`config.mk`:
```
export PLATFORM = sky130hd
export DESIGN_NAME = axi_lite_regfile
export DESIGN_NICKNAME = d
export VERILOG_FILES = /design/src/rtl/axi_lite_regfile_pkg.sv /design/src/rtl/axi_lite_wr_ctrl.sv /design/src/rtl/axi_lite_regfile.sv
export SDC_FILE = /design/constraint.sdc
export NUM_CORES = 1
export LEC_CHECK = 0
export BUFFER_PORTS_ARGS = -buffer_cell sky130_fd_sc_hd__buf_2
export CORE_AREA = 2 2 239 241
export CTS_CLUSTER_DIAMETER = 80
export DETAILED_ROUTE_END_ITERATION = 8
export DIE_AREA = 0 0 241 243
export GPL_ROUTABILITY_DRIVEN = 0
export GPL_TIMING_DRIVEN = 0
export PLACE_DENSITY = 0.6
export SYNTH_ARGS = -nofsm -noshare
export SYNTH_HDL_FRONTEND = slang
export SYNTH_SLANG_ARGS = --single-unit
```
`constraint.sdc`:
```
create_clock -name s_axi_aclk -period 1.43 [get_ports s_axi_aclk]
set_input_delay 0.143 -clock s_axi_aclk [delete_from_list [all_inputs] [get_ports s_axi_aclk]]
set_output_delay 0.143 -clock s_axi_aclk [all_outputs]
set_load 0.02 [all_outputs]
```
`src/rtl/axi_lite_regfile_pkg.sv`:
```
// Shared response codes, write-channel debug state and byte/index helpers for the AXI4-Lite register file.
package axi_lite_regfile_pkg;

  localparam logic [1:0] RESP_OKAY   = 2'b00;
  localparam logic [1:0] RESP_SLVERR = 2'b10;

  // Write-channel progress, exposed so checkers can observe it.
  typedef struct packed {
    logic aw_held;
    logic w_held;
    logic b_pending;
  } wr_state_t;

  function automatic logic [31:0] strb_merge(input logic [31:0] old,
                                             input logic [31:0] wdata,
                                             input logic [3:0]  wstrb);
    logic [31:0] res;
    res = old;
    for (int k = 0; k < 4; k++) begin
      if (wstrb[k]) res[8*k +: 8] = wdata[8*k +: 8];
    end
    return res;
  endfunction

  function automatic logic idx_legal(input int unsigned idx, input int unsigned num_regs);
    return idx < num_regs;
  endfunction

endpackage

```
`src/rtl/axi_lite_wr_ctrl.sv`:
```
// AW/W capture with independent hold flags and B-channel generation.
// Optional AXIL_REGFILE_PROT_EN: unprivileged writes (awprot[0]=0) are rejected with SLVERR.
module axi_lite_wr_ctrl
  import axi_lite_regfile_pkg::*;
#(
  parameter int                    ADDR_W   = 5,
  parameter int                    NUM_REGS = 8,
  parameter logic [NUM_REGS-1:0]   RO_MASK  = '0
) (
  input  logic              clk,
  input  logic              rst_n,
  input  logic              en,
  input  logic [ADDR_W-1:0] awaddr,
  input  logic [2:0]        awprot,
  input  logic              awvalid,
  output logic              awready,
  input  logic [31:0]       wdata,
  input  logic [3:0]        wstrb,
  input  logic              wvalid,
  output logic              wready,
  output logic [1:0]        bresp,
  output logic              bvalid,
  input  logic              bready,
  output logic              commit,
  output logic [ADDR_W-3:0] idx,
  output logic [31:0]       data,
  output logic [3:0]        strb,
  output wr_state_t         state
);

  // Handshake rule: a beat transfers on a rising edge where valid && ready;
  // valid must then hold its payload until that edge, ready may toggle freely.
  localparam int IDX_W = ADDR_W - 2;

  logic             aw_held, w_held, prot_q;
  logic [IDX_W-1:0] idx_q;
  logic             both_held, is_ro, err;

  assign awready   = en && !aw_held && !bvalid;
  assign wready    = en && !w_held && !bvalid;
  assign both_held = aw_held && w_held;

  always_comb begin
    is_ro = 1'b0;
    for (int i = 0; i < NUM_REGS; i++) begin
      if (idx_q == IDX_W'(i)) is_ro = RO_MASK[i];
    end
    err = !idx_legal(32'(idx_q), NUM_REGS) || is_ro;
`ifdef AXIL_REGFILE_PROT_EN
    err = err || !prot_q;
`endif
  end

  assign commit = both_held && !err;
  assign idx    = idx_q;
  assign state  = '{aw_held: aw_held, w_held: w_held, b_pending: bvalid};

  always_ff @(posedge clk or negedge rst_n) begin
    if (!rst_n) begin
      aw_held <= 1'b0;
      w_held  <= 1'b0;
      prot_q  <= 1'b0;
      idx_q   <= '0;
      data    <= '0;
      strb    <= '0;
      bvalid  <= 1'b0;
      bresp   <= RESP_OKAY;
    end else begin
      if (awvalid && awready) begin
        aw_held <= 1'b1;
        idx_q   <= awaddr[ADDR_W-1:2];
        prot_q  <= awprot[0];
      end
      if (wvalid && wready) begin
        w_held <= 1'b1;
        data   <= wdata;
        strb   <= wstrb;
      end
      // Handshakes are blocked while both are held or bvalid is up, so these never collide.
      if (both_held) begin
        aw_held <= 1'b0;
        w_held  <= 1'b0;
        bvalid  <= 1'b1;
        bresp   <= err ? RESP_SLVERR : RESP_OKAY;
      end else if (bvalid && bready) begin
        bvalid <= 1'b0;
      end
    end
  end

  logic unused_ok;
  assign unused_ok = ^{awaddr[1:0], awprot[2:1], prot_q};

endmodule

```
`src/rtl/axi_lite_regfile.sv`:
```
// Parametrised AXI4-Lite register file: RW registers with byte strobes, RO slots mirroring regs_i.
// Optional AXIL_REGFILE_PROT_EN: unprivileged (prot[0]=0) accesses get SLVERR.
module axi_lite_regfile
  import axi_lite_regfile_pkg::*;
#(
  parameter int                      C_S_AXI_DATA_WIDTH = 32,
  parameter int                      C_S_AXI_ADDR_WIDTH = 5,
  parameter int                      C_NUM_REGS         = 8,
  parameter logic [C_NUM_REGS-1:0]   C_RO_MASK          = 8'h02
) (
  input  logic                            s_axi_aclk,
  input  logic                            s_axi_aresetn,
  input  logic [C_S_AXI_ADDR_WIDTH-1:0]   s_axi_awaddr,
  input  logic [2:0]                      s_axi_awprot,
  input  logic                            s_axi_awvalid,
  output logic                            s_axi_awready,
  input  logic [C_S_AXI_DATA_WIDTH-1:0]   s_axi_wdata,
  input  logic [C_S_AXI_DATA_WIDTH/8-1:0] s_axi_wstrb,
  input  logic                            s_axi_wvalid,
  output logic                            s_axi_wready,
  output logic [1:0]                      s_axi_bresp,
  output logic                            s_axi_bvalid,
  input  logic                            s_axi_bready,
  input  logic [C_S_AXI_ADDR_WIDTH-1:0]   s_axi_araddr,
  input  logic [2:0]                      s_axi_arprot,
  input  logic                            s_axi_arvalid,
  output logic                            s_axi_arready,
  output logic [C_S_AXI_DATA_WIDTH-1:0]   s_axi_rdata,
  output logic [1:0]                      s_axi_rresp,
  output logic                            s_axi_rvalid,
  input  logic                            s_axi_rready,
  output logic [C_NUM_REGS*32-1:0]        regs_o,
  input  logic [C_NUM_REGS*32-1:0]        regs_i,
  output logic [C_NUM_REGS-1:0]           wr_pulse_o
);

  localparam int IDX_W = C_S_AXI_ADDR_WIDTH - 2;

  logic             ready_en;
  logic             wr_commit;
  logic [IDX_W-1:0] wr_idx, ar_idx;
  logic [31:0]      wr_data, rd_val;
  logic [3:0]       wr_strb;
  logic             rd_err;
  wr_state_t        wr_state;
  logic [31:0]      regs [C_NUM_REGS];

  // Keeps every ready low until the first edge after reset release.
  always_ff @(posedge s_axi_aclk or negedge s_axi_aresetn) begin
    if (!s_axi_aresetn) ready_en <= 1'b0;
    else                ready_en <= 1'b1;
  end

  axi_lite_wr_ctrl #(
    .ADDR_W   (C_S_AXI_ADDR_WIDTH),
    .NUM_REGS (C_NUM_REGS),
    .RO_MASK  (C_RO_MASK)
  ) u_wr_ctrl (
    .clk     (s_axi_aclk),
    .rst_n   (s_axi_aresetn),
    .en      (ready_en),
    .awaddr  (s_axi_awaddr),
    .awprot  (s_axi_awprot),
    .awvalid (s_axi_awvalid),
    .awready (s_axi_awready),
    .wdata   (s_axi_wdata),
    .wstrb   (s_axi_wstrb),
    .wvalid  (s_axi_wvalid),
    .wready  (s_axi_wready),
    .bresp   (s_axi_bresp),
    .bvalid  (s_axi_bvalid),
    .bready  (s_axi_bready),
    .commit  (wr_commit),
    .idx     (wr_idx),
    .data    (wr_data),
    .strb    (wr_strb),
    .state   (wr_state)
  );

  // RO slots are never committed, so their storage stays at zero.
  always_ff @(posedge s_axi_aclk or negedge s_axi_aresetn) begin
    if (!s_axi_aresetn) begin
      for (int i = 0; i < C_NUM_REGS; i++) regs[i] <= '0;
    end else if (wr_commit) begin
      for (int i = 0; i < C_NUM_REGS; i++) begin
        if (wr_idx == IDX_W'(i)) regs[i] <= strb_merge(regs[i], wr_data, wr_strb);
      end
    end
  end

  always_ff @(posedge s_axi_aclk or negedge s_axi_aresetn) begin
    if (!s_axi_aresetn) begin
      wr_pulse_o <= '0;
    end else begin
      for (int i = 0; i < C_NUM_REGS; i++) wr_pulse_o[i] <= wr_commit && (wr_idx == IDX_W'(i));
    end
  end

  always_comb begin
    regs_o = '0;
    for (int i = 0; i < C_NUM_REGS; i++) regs_o[i*32 +: 32] = C_RO_MASK[i] ? 32'h0 : regs[i];
  end

  assign ar_idx        = s_axi_araddr[C_S_AXI_ADDR_WIDTH-1:2];
  assign s_axi_arready = ready_en && !s_axi_rvalid;

  always_comb begin
    rd_val = '0;
    for (int i = 0; i < C_NUM_REGS; i++) begin
      if (ar_idx == IDX_W'(i)) rd_val = C_RO_MASK[i] ? regs_i[i*32 +: 32] : regs[i];
    end
    rd_err = !idx_legal(32'(ar_idx), C_NUM_REGS);
`ifdef AXIL_REGFILE_PROT_EN
    rd_err = rd_err || !s_axi_arprot[0];
`endif
  end

  // Sampling on the AR edge sees the pre-commit register value.
  always_ff @(posedge s_axi_aclk or negedge s_axi_aresetn) begin
    if (!s_axi_aresetn) begin
      s_axi_rvalid <= 1'b0;
      s_axi_rdata  <= '0;
      s_axi_rresp  <= RESP_OKAY;
    end else if (s_axi_arvalid && s_axi_arready) begin
      s_axi_rvalid <= 1'b1;
      s_axi_rdata  <= rd_err ? 32'h0 : rd_val;
      s_axi_rresp  <= rd_err ? RESP_SLVERR : RESP_OKAY;
    end else if (s_axi_rvalid && s_axi_rready) begin
      s_axi_rvalid <= 1'b0;
    end
  end

  logic unused_ok;
  assign unused_ok = ^{s_axi_araddr[1:0], s_axi_arprot, regs_i, wr_state};

endmodule

```
==> reports/qor.txt, run 1 <==
dpl hpwl - 43.93 mm
Initial Utilization - 24.99%
crit path max-delay cell type - dfrtp_2
Crit. End Element - flop
count of pins over their slew limit - 0
Max Clk Rate - 601.2 MHz
Vias/cell - 4.803
R2R Path End - regs_o[24]
failing checks - setup timing
worst r2r src - u_wr_ctrl.idx[2]
CTS Buf Count - 39
Avg Inst Size Synth - 13.00 um^2
post-layout util - 36.33%
status - finished, violations left
fin crit period - 1.663 ns
final worst-path cycle share - 116.3%
Reg2Reg Depth - 4
type of the most critical hold path - in2reg
Total Power - 39.90 mW
Largest stage delay, worst path - 0.49 ns
slew margin rel. - 35.00%
die span in x - 241 um
final hold vios - 0
M1 GR Usage - 28.16%
clock root buffer - clkbuf_16
nets - 1905
critical path class - reg2reg
Peak VDD IR - 1.232 mV
fin area - 20330 um^2
GRT Util Overall - 20.54%
CTS tree - built
critical path fanouts, max - 8
hold_ws - 0.09068 ns
routed wire length per instance - 26.33 um
clock-pin slew on the worst setup and hold paths - 0.06 ns
post-synthesis register bit count - 309
# port buffers - 347
Clk Latency, worst-skew pair - 0.54 ns
Critical Path AT - 2.08 ns
clk buf depth - 3
grt met2 use - 31.40%
Seq/Total Area, Yosys - 55.31%
post-synthesis cell type count - 34
Die Footprint - 58560 um^2
RSZ-0062 raised after global routing - yes
pin count of the biggest net entering global routing - 120
DRT Pass-1 Iters - 5
Hold Path End - s_axi_rdata[15]
final WL - 62.52 mm
setup_tns - -48.62 ns
clock tree sinks - 309
worst slew pin tran - 0.9750 ns
GRT Max-Usage Layer - met2
number of global-route vias before repair - 11.51k
hold depth - 5
skew final - 0.01384 ns
grt met3 use - 5.550%
Final ANT Viol Nets - 0
area grow syn2layout - 45.39%
placement row count - 87
area of the mapped netlist - 13980 um^2
Die Ht - 243 um
Setup WS post-layout - -0.2334 ns
Vias - 11.40k
Max Cap Viol - 0
final setup violation count - 284
Required @ worst endpoint - 1.85 ns
H-tree Lvls - 2
leakage - 10.26 nW
initial antenna violation count - 8
Core Region - 55950 um^2
hold_sp - regs_i[47]
Ports - 620
Cell Area, Placed - 17140 um^2
pwr/cell area - 1963 nW/um^2
share of post-route cells with drive strength above 1 - 55.10%
Fill cells - 5586
Post-Syn Instances - 1075
GR Overflow Total - 0
CP Cell Sequence - nor4_4 > buf_12 > nand2_8 > mux2_4
drt initial violations - 503
yosys warns - 0
reg-to-reg setup timing slack - -0.23 ns
Residual DRC - 0
first-pass GRT wire length - 85.31 mm
startpoint types - flop
==> registers in the layout, summed over array words and instances, names as in the netlist <==
register           flops
ready_en               1
regs_o               224
s_axi_rdata           32
s_axi_rvalid           1
u_wr_ctrl.aw_held      1
u_wr_ctrl.bresp        1
u_wr_ctrl.bvalid       1
u_wr_ctrl.data        32
u_wr_ctrl.idx          3
u_wr_ctrl.strb         4
u_wr_ctrl.w_held       1
wr_pulse_o             8
==> per-stage QoR <==
step           setup slack [ns]  cells
6_report                -0.2334   2374
5_1_grt                 -0.2784   2374
4_1_cts                 -0.2569   2356
3_5_place_dp             -1.193   2215
3_3_place_gp             -6.342   2213
2_1_floorplan           -0.2113   1110
==> worst max-delay path: cells and delay by family (launching register included) <==
family / cells / cell delay [ns]
flops: 1 / 0.49
buf+inv: 1 / 0.22
simple gates: 2 / 0.46
mux: 1 / 0.34
==> synth_stat cells, drive strengths merged <==
| cell type | number | area (um^2) |
|---|---|---|
| nor4 | 1 | 21.27 |
| and3 | 1 | 6.260 |
| nand2b | 5 | 31.28 |
| nand2 | 105 | 406.6 |
| nor2 | 9 | 38.79 |
| mux2i | 89 | 890.9 |
| or2 | 1 | 6.260 |
| o31ai | 1 | 7.510 |
| a21o | 1 | 7.510 |
| and2 | 3 | 18.77 |
| buf | 60 | 397.9 |
| a221oi | 6 | 52.55 |
| o22ai | 28 | 175.2 |
| a31oi | 1 | 6.260 |
| o311ai | 22 | 192.7 |
| o21bai | 1 | 7.510 |
| clkbuf | 35 | 131.4 |
| mux4 | 6 | 135.1 |
| nor2b | 1 | 6.260 |
| inv | 3 | 11.26 |
| o211ai | 23 | 172.7 |
| nand3 | 1 | 10.01 |
| conb | 2 | 7.510 |
| o21ai | 60 | 300.3 |
| mux2 | 264 | 2973 |
| nand3b | 8 | 60.06 |
| nor3 | 3 | 42.54 |
| dfrtp | 309 | 7732 |
| a21oi | 26 | 130.1 |
==> logic make-up (layout without fill, tap and decap cells) <==
family,after synthesis,after routing,share of synthesized area [%]
AO/OA/AOI/OAI,169,169,7.527
buffers and inverters,98,605,3.866
AND/OR/NAND/NOR,138,138,4.636
other,2,38,0.05372
flip-flops,309,309,55.31
multiplexers,359,359,28.60
==> cells in the final DEF (no fill, tap or decap), drive strengths merged, types with 9 or more instances in the layout <==
master         n
a21oi         26
buf          455
dfrtp        309
o21ai         60
mux2i         89
conb          37
nor2           9
clkbuf        91
mux2         264
dlygate4sd3   43
o22ai         28
o211ai        23
nand2        105
o311ai        22
==> worst max-delay path by stage <==
stage	from	endpoint	slack [ns]	cells past startpoint
global route	u_wr_ctrl.idx[0]	regs_o[184]	-0.28	6
finish	u_wr_ctrl.idx[2]	regs_o[24]	-0.23	4
detailed placement	s_axi_araddr[4]	s_axi_rdata[22]	-1.19	6
floorplan	u_wr_ctrl.bvalid	u_wr_ctrl.data[10]	-0.21	6
CTS	u_wr_ctrl.idx[2]	regs_o[184]	-0.26	6
global placement	s_axi_aresetn	u_wr_ctrl.w_held	-6.34	1
==> layer usage <==
metal	part of all wire, %	up-vias
li1	-	4910
met1	44	5851
met2	44	530
met4	3.0	4
met5	0.026	-
met3	8.3	108
==> power breakdown <==
part / switching [mW] / internal, mW
Sequential: 4.05 / 11.9
Combinational: 7.98 / 6.54
Clock: 3.97 / 5.49
==> cell type report <==
type / instances / area, um^2 / area share, %
repair buffers: 446 / 3074 / 15.12
inverters: 3 / 11.26 / 0.05540
multi-input cells: 703 / 6611 / 32.53
flip-flops and latches: 309 / 7750 / 38.13
clock inverters: 13 / 105.1 / 0.5171
clock buffers: 55 / 1116 / 5.491
well taps: 756 / 945.9 / 4.654
diodes: 1 / 2.502 / 0.01231
plain buffers: 88 / 709.4 / 3.490
==> what timing repair did <==
action	CTS	global route
buffers inserted	31	15
endpoints found under the setup margin	304	420
gates resized for setup	161	87
cloned	4	4
hold buffers	42	1
pin swaps	30	15
endpoints found under the hold margin	143	2
No activity file was read; power rests on OpenSTA's default activity.
==> inputs of run 2 (changes only) <==
Settings changed: PLACE_DENSITY 0.6 to unset, PLACE_DENSITY_LB_ADDON set to 0.05.
==> reports/qor.txt, run 2 (synthesis results as in run 1) <==
Largest register FFs - 224
Int Pwr - 23.94 mW
Comb power frac - 35.8%
Setup WS post-layout - -0.2044 ns
critical path fanouts, max - 8
Initial Utilization - 24.99%
die span in x - 241 um
final WL - 63.61 mm
type of the most critical hold path - in2async
post-layout util - 35.76%
GR Overflow Total - 0
CTS Buf Count - 40
clock-pin slew on the worst setup and hold paths - 0.06 ns
most frequent cells in the layout - buf_2, dfrtp_1, mux2_2
GRT Util Overall - 21.50%
Ports - 620
dpl hpwl - 45.16 mm
status - finished, violations left
final worst-path cycle share - 114.3%
final hold vios - 121
nets - 1892
Core Region - 55950 um^2
# port buffers - 347
slew margin rel. - 37.69%
clock power share - 24.6%
Required @ worst endpoint - 1.86 ns
Flop pwr share - 39.7%
count of pins over their slew limit - 0
setup_tns - -38.23 ns
Vias - 10.86k
skew final - 0.02202 ns
DRT Pass-1 Iters - 5
worst slew pin tran - 0.9347 ns
CTS tree - built
Max Cap Viol - 0
Die Footprint - 58560 um^2
initial antenna violation count - 6
leakage - 10.15 nW
final setup violation count - 285
Total Power - 39.91 mW
placement row count - 87
RSZ-0062 raised after global routing - yes
pwr/cell area - 1995 nW/um^2
Residual DRC - 0
hold_ws - -0.4761 ns
pin count of the biggest net entering global routing - 93
share of post-route cells with drive strength above 1 - 53.09%
Clk Latency, worst-skew pair - 0.56 ns
failing checks - hold timing, setup timing
switching share of power - 40.02%
Crit. End Element - flop
Max Clk Rate - 611.8 MHz
Vias/cell - 4.597
startpoint types - flop
clock root buffer - clkbuf_16
Final ANT Viol Nets - 0
area grow syn2layout - 43.10%
Critical Path AT - 2.06 ns
Die Ht - 243 um
Peak VDD IR - 1.025 mV
first-pass GRT wire length - 88.35 mm
commonest non-fill, non-tap cell in the layout - buf_2
routed wire length per instance - 26.93 um
critical path class - reg2reg
clk buf depth - 3
number of global-route vias before repair - 11.12k
clock tree sinks - 309
sw power - 15.97 mW
fin crit period - 1.634 ns
drt initial violations - 589
H-tree Lvls - 2
[run 2: cell types whose count changed in the layout (fill, tap and decap cells not counted), sizes merged]
cell,change
clkinvlp,-2
clkbuf,+6
clkinv,-3
dlygate4sd3,-1
buf,-11
diode,+2
inv,-3
[run 2: per-stage QoR]
stage	setup WS (ns)	hold slack, ns	cells	cell area [um^2]
final	-0.2044	-0.4761	2362	20010
after global routing	-0.2434	-0.4582	2360	20000
after CTS	-0.2284	-0.4736	2351	19740
after detailed placement	-0.9380	0.1282	2216	17170
after global placement	-7.149	0.3204	2213	17080
after floorplan	-0.2113	-0.1526	1110	14390
[run 2: what timing repair did]
item / 4_1_cts / 5_1_grt
endpoints found under the setup margin: 301 / 299
gates cloned: 7 / 1
pin swaps: 27 / 13
gates resized for setup: 140 / 40
buffers inserted: 23 / 6
hold endpoints to repair: 99 / 59
hold buffers: 41 / 1
[run 2: worst paths after layout]
kind,start,to,depth (start not counted),slack [ns]
worst max-delay path,u_wr_ctrl.bvalid,u_wr_ctrl.strb[0],6,-0.20
worst min-delay path,s_axi_aresetn,regs_o[85],1,-0.48
worst max register to register,u_wr_ctrl.bvalid,u_wr_ctrl.strb[0],6,-0.20
worst min register to register,u_wr_ctrl.bresp[1],u_wr_ctrl.bresp[1],2,0.48
max in group asynchronous,s_axi_aresetn,u_wr_ctrl.w_held,3,0.58
min in group s_axi_aclk,regs_i[35],s_axi_rdata[3],5,0.04
[run 2: cell type report]
cell class | count | area [um^2]
Tap cell | 756 | 945.9
Timing Repair Buffer | 429 | 2843
Clock inverter | 5 | 32.53
Multi-Input combinational cell | 703 | 6457
Clock buffer | 63 | 1219
Antenna cell | 3 | 7.507
Inverter | 3 | 11.26
Fill cell | 5686 | 35950
Buffer | 91 | 742.0
Sequential cell | 309 | 7747
[run 2: worst max-delay path: stages, from the launching register on]
cell and delay, ns:
dfrtp_2 0.40, nand2b_4 0.15, nor2_4 0.08, and2_4 0.15, buf_12 0.19, buf_12 0.19
mux2_4 0.30
[run 2: power by group through the flow]
stage	registers [mW]	clock network, mW	logic, mW
2_1_floorplan	17.4	0	5.29
3_3_place_gp	15.4	0	13.4
3_5_place_dp	15.5	0	13.5
4_1_cts	15.7	10.1	14.2
5_1_grt	16.4	10.4	15.2
6_report	15.8	9.80	14.3
[run 2: metal layers]
metal | global-route usage (%) | up-vias | wire, um
li1 | - | 4891 | -
met1 | 31.21 | 5509 | 30610
met2 | 30.50 | 382 | 26310
met3 | 7.608 | 70 | 5665
met4 | 4.503 | 6 | 988
met5 | 0 | - | 34
==> inputs of run 3 (changes only) <==
Settings changed: ABC_CLOCK_PERIOD_IN_PS set to 1430, SETUP_SLACK_MARGIN set to 0.1.
==> reports/qor.txt, run 3 (synthesis results as in run 1) <==
post-layout util - 38.07%
Total Power - 42.97 mW
final setup violation count - 293
Crit. End Element - flop
leakage - 10.63 nW
Required @ worst endpoint - 1.87 ns
H-tree Lvls - 2
pwr/cell area - 2017 nW/um^2
Crit path buffers/inverters - 4
area of the multi-input gates - 6583 um^2
switching share of power - 38.41%
fin crit period - 1.720 ns
count of pins over their slew limit - 0
final worst-path cycle share - 120.3%
Comb power frac - 38.6%
Die Ht - 243 um
most frequent cells in the layout - dfrtp_1, buf_2, mux2_2
hold_ws - 0.05046 ns
Most common cell on crit path - buf_12
Vias - 11.20k
startpoint types - flop
skew final - 0.01245 ns
failing checks - setup timing
Peak VDD IR - 0.8589 mV
CTS tree - built
Flop pwr share - 36.8%
DRT Pass-1 Iters - 4
commonest non-fill, non-tap cell in the layout - dfrtp_1
Vias/cell - 4.608
drt initial violations - 444
# port buffers - 347
area grow syn2layout - 52.35%
final hold vios - 0
share of post-route cells with drive strength above 1 - 56.39%
Core Region - 55950 um^2
type of the most critical hold path - in2reg
Max Cap Viol - 0
delay-heaviest family, CP - buffers and inverters
clock tree sinks - 309
Fill cells - 5593
Int Pwr - 26.46 mW
pin count of the biggest net entering global routing - 107
slew margin rel. - 32.04%
Ports - 620
placement row count - 87
clock root buffer - clkbuf_16
first-pass GRT wire length - 87.88 mm
GRT Util Overall - 21.35%
GR Overflow Total - 0
nets - 1959
Setup WS post-layout - -0.2897 ns
initial antenna violation count - 9
pre-CTS setup slack - -0.8282 ns
routed wire length per instance - 26.14 um
CP Cell Sequence - buf_4 > nor2_4 > and2_4 > buf_12 > buf_12 > buf_16 > mux2_4
clock-pin slew on the worst setup and hold paths - 0.06 ns
Max Clk Rate - 581.5 MHz
final WL - 63.56 mm
CTS Buf Count - 41
sequential cell area - 7751 um^2
Initial Utilization - 24.99%
critical path class - reg2reg
Residual DRC - 0
clock power share - 24.6%
die span in x - 241 um
number of global-route vias before repair - 11.41k
clk buf depth - 3
crit path max-delay cell type - dfrtp_2
Critical Path AT - 2.16 ns
worst slew pin tran - 1.019 ns
RSZ-0062 raised after global routing - yes
Clk Latency, worst-skew pair - 0.56 ns
Final ANT Viol Nets - 0
Largest stage delay, worst path - 0.45 ns
Largest register FFs - 224
Die Footprint - 58560 um^2
dpl hpwl - 44.94 mm
status - finished, violations left
sw power - 16.50 mW
critical path fanouts, max - 7
==> run 3: cell types whose count changed in the layout (fill, tap and decap cells not counted), moves of 5 or more <==
cell       previous run  this run
clkbuf_16            47        52
buf_4                54       154
nand2_2               0         7
clkbuf_4              1         7
buf_2               353       253
o21ai_0              59        53
nand2_1              74        68
buf_6                 9        63
==> run 3: final timing paths <==
path	from	end	slack, ns	cells past startpoint
max	u_wr_ctrl.w_held	u_wr_ctrl.data[8]	-0.29	7
min	regs_i[35]	s_axi_rdata[3]	0.05	5
max reg2reg	u_wr_ctrl.w_held	u_wr_ctrl.data[8]	-0.29	7
min reg2reg	u_wr_ctrl.bresp[1]	u_wr_ctrl.bresp[1]	0.48	2
max in group asynchronous	s_axi_aresetn	u_wr_ctrl.data[15]	0.30	4
min in group asynchronous	s_axi_aresetn	regs_o[93]	0.11	2
==> run 3: repair_timing <==
item,CTS,global route
hold endpoints to repair,188,0
pin swaps,29,17
setup endpoints to repair,362,455
hold buffers,44,0
gates cloned,7,2
buffers inserted,63,32
gates resized for setup,193,162
==> run 3: per-layer routing <==
layer / vias to the layer above / routed length [um] / part of all wire (%) / GRT usage, %
met4: 12 / 807 / 1.3 / 4.176
met2: 390 / 26200 / 41 / 29.88
met3: 71 / 6452 / 10 / 8.950
li1: 5010 / - / - / -
met1: 5720 / 30020 / 47 / 30.56
met5: - / 77 / 0.12 / 0
==> run 3: power by group through the flow <==
stage                     combinational (mW)  clock (mW)  sequential, mW
final                                   16.6        10.6            15.8
after detailed placement                13.6           0            15.5
after global placement                  13.5           0            15.4
after global routing                    17.7        11.3            16.3
after floorplan                         5.44           0            17.4
after CTS                               15.5        11.0            15.7
==> run 3: worst register-to-register path, stage by stage (launching register included) <==
cell and delay (ns):
dfrtp_2 0.45, buf_4 0.16, nor2_4 0.08, and2_4 0.15, buf_12 0.19, buf_12 0.15
buf_16 0.13, mux2_4 0.31
==> run 3: layout make-up <==
type                       instances  area share, %
sequential                       309          36.39
multi-input combinational        703          30.91
timing repair buffer             495          18.00
clock buffer                      65          6.051
tap                              756          4.441
buffer                            91          3.683
clock inverter                     8         0.4582
inverter                           3        0.05287
antenna                            1        0.01175
==> run 3: metrics by stage <==
| step | cell area, um^2 | setup TNS [ns] | cells |
|---|---|---|---|
| finish | 21300 | -48.77 | 2431 |
| global route | 21300 | -64.97 | 2431 |
| CTS | 20630 | -41.89 | 2399 |
| detailed placement | 17300 | -138.27 | 2216 |
| global placement | 17200 | -2127.48 | 2213 |
| floorplan | 14520 | -13.43 | 1110 |
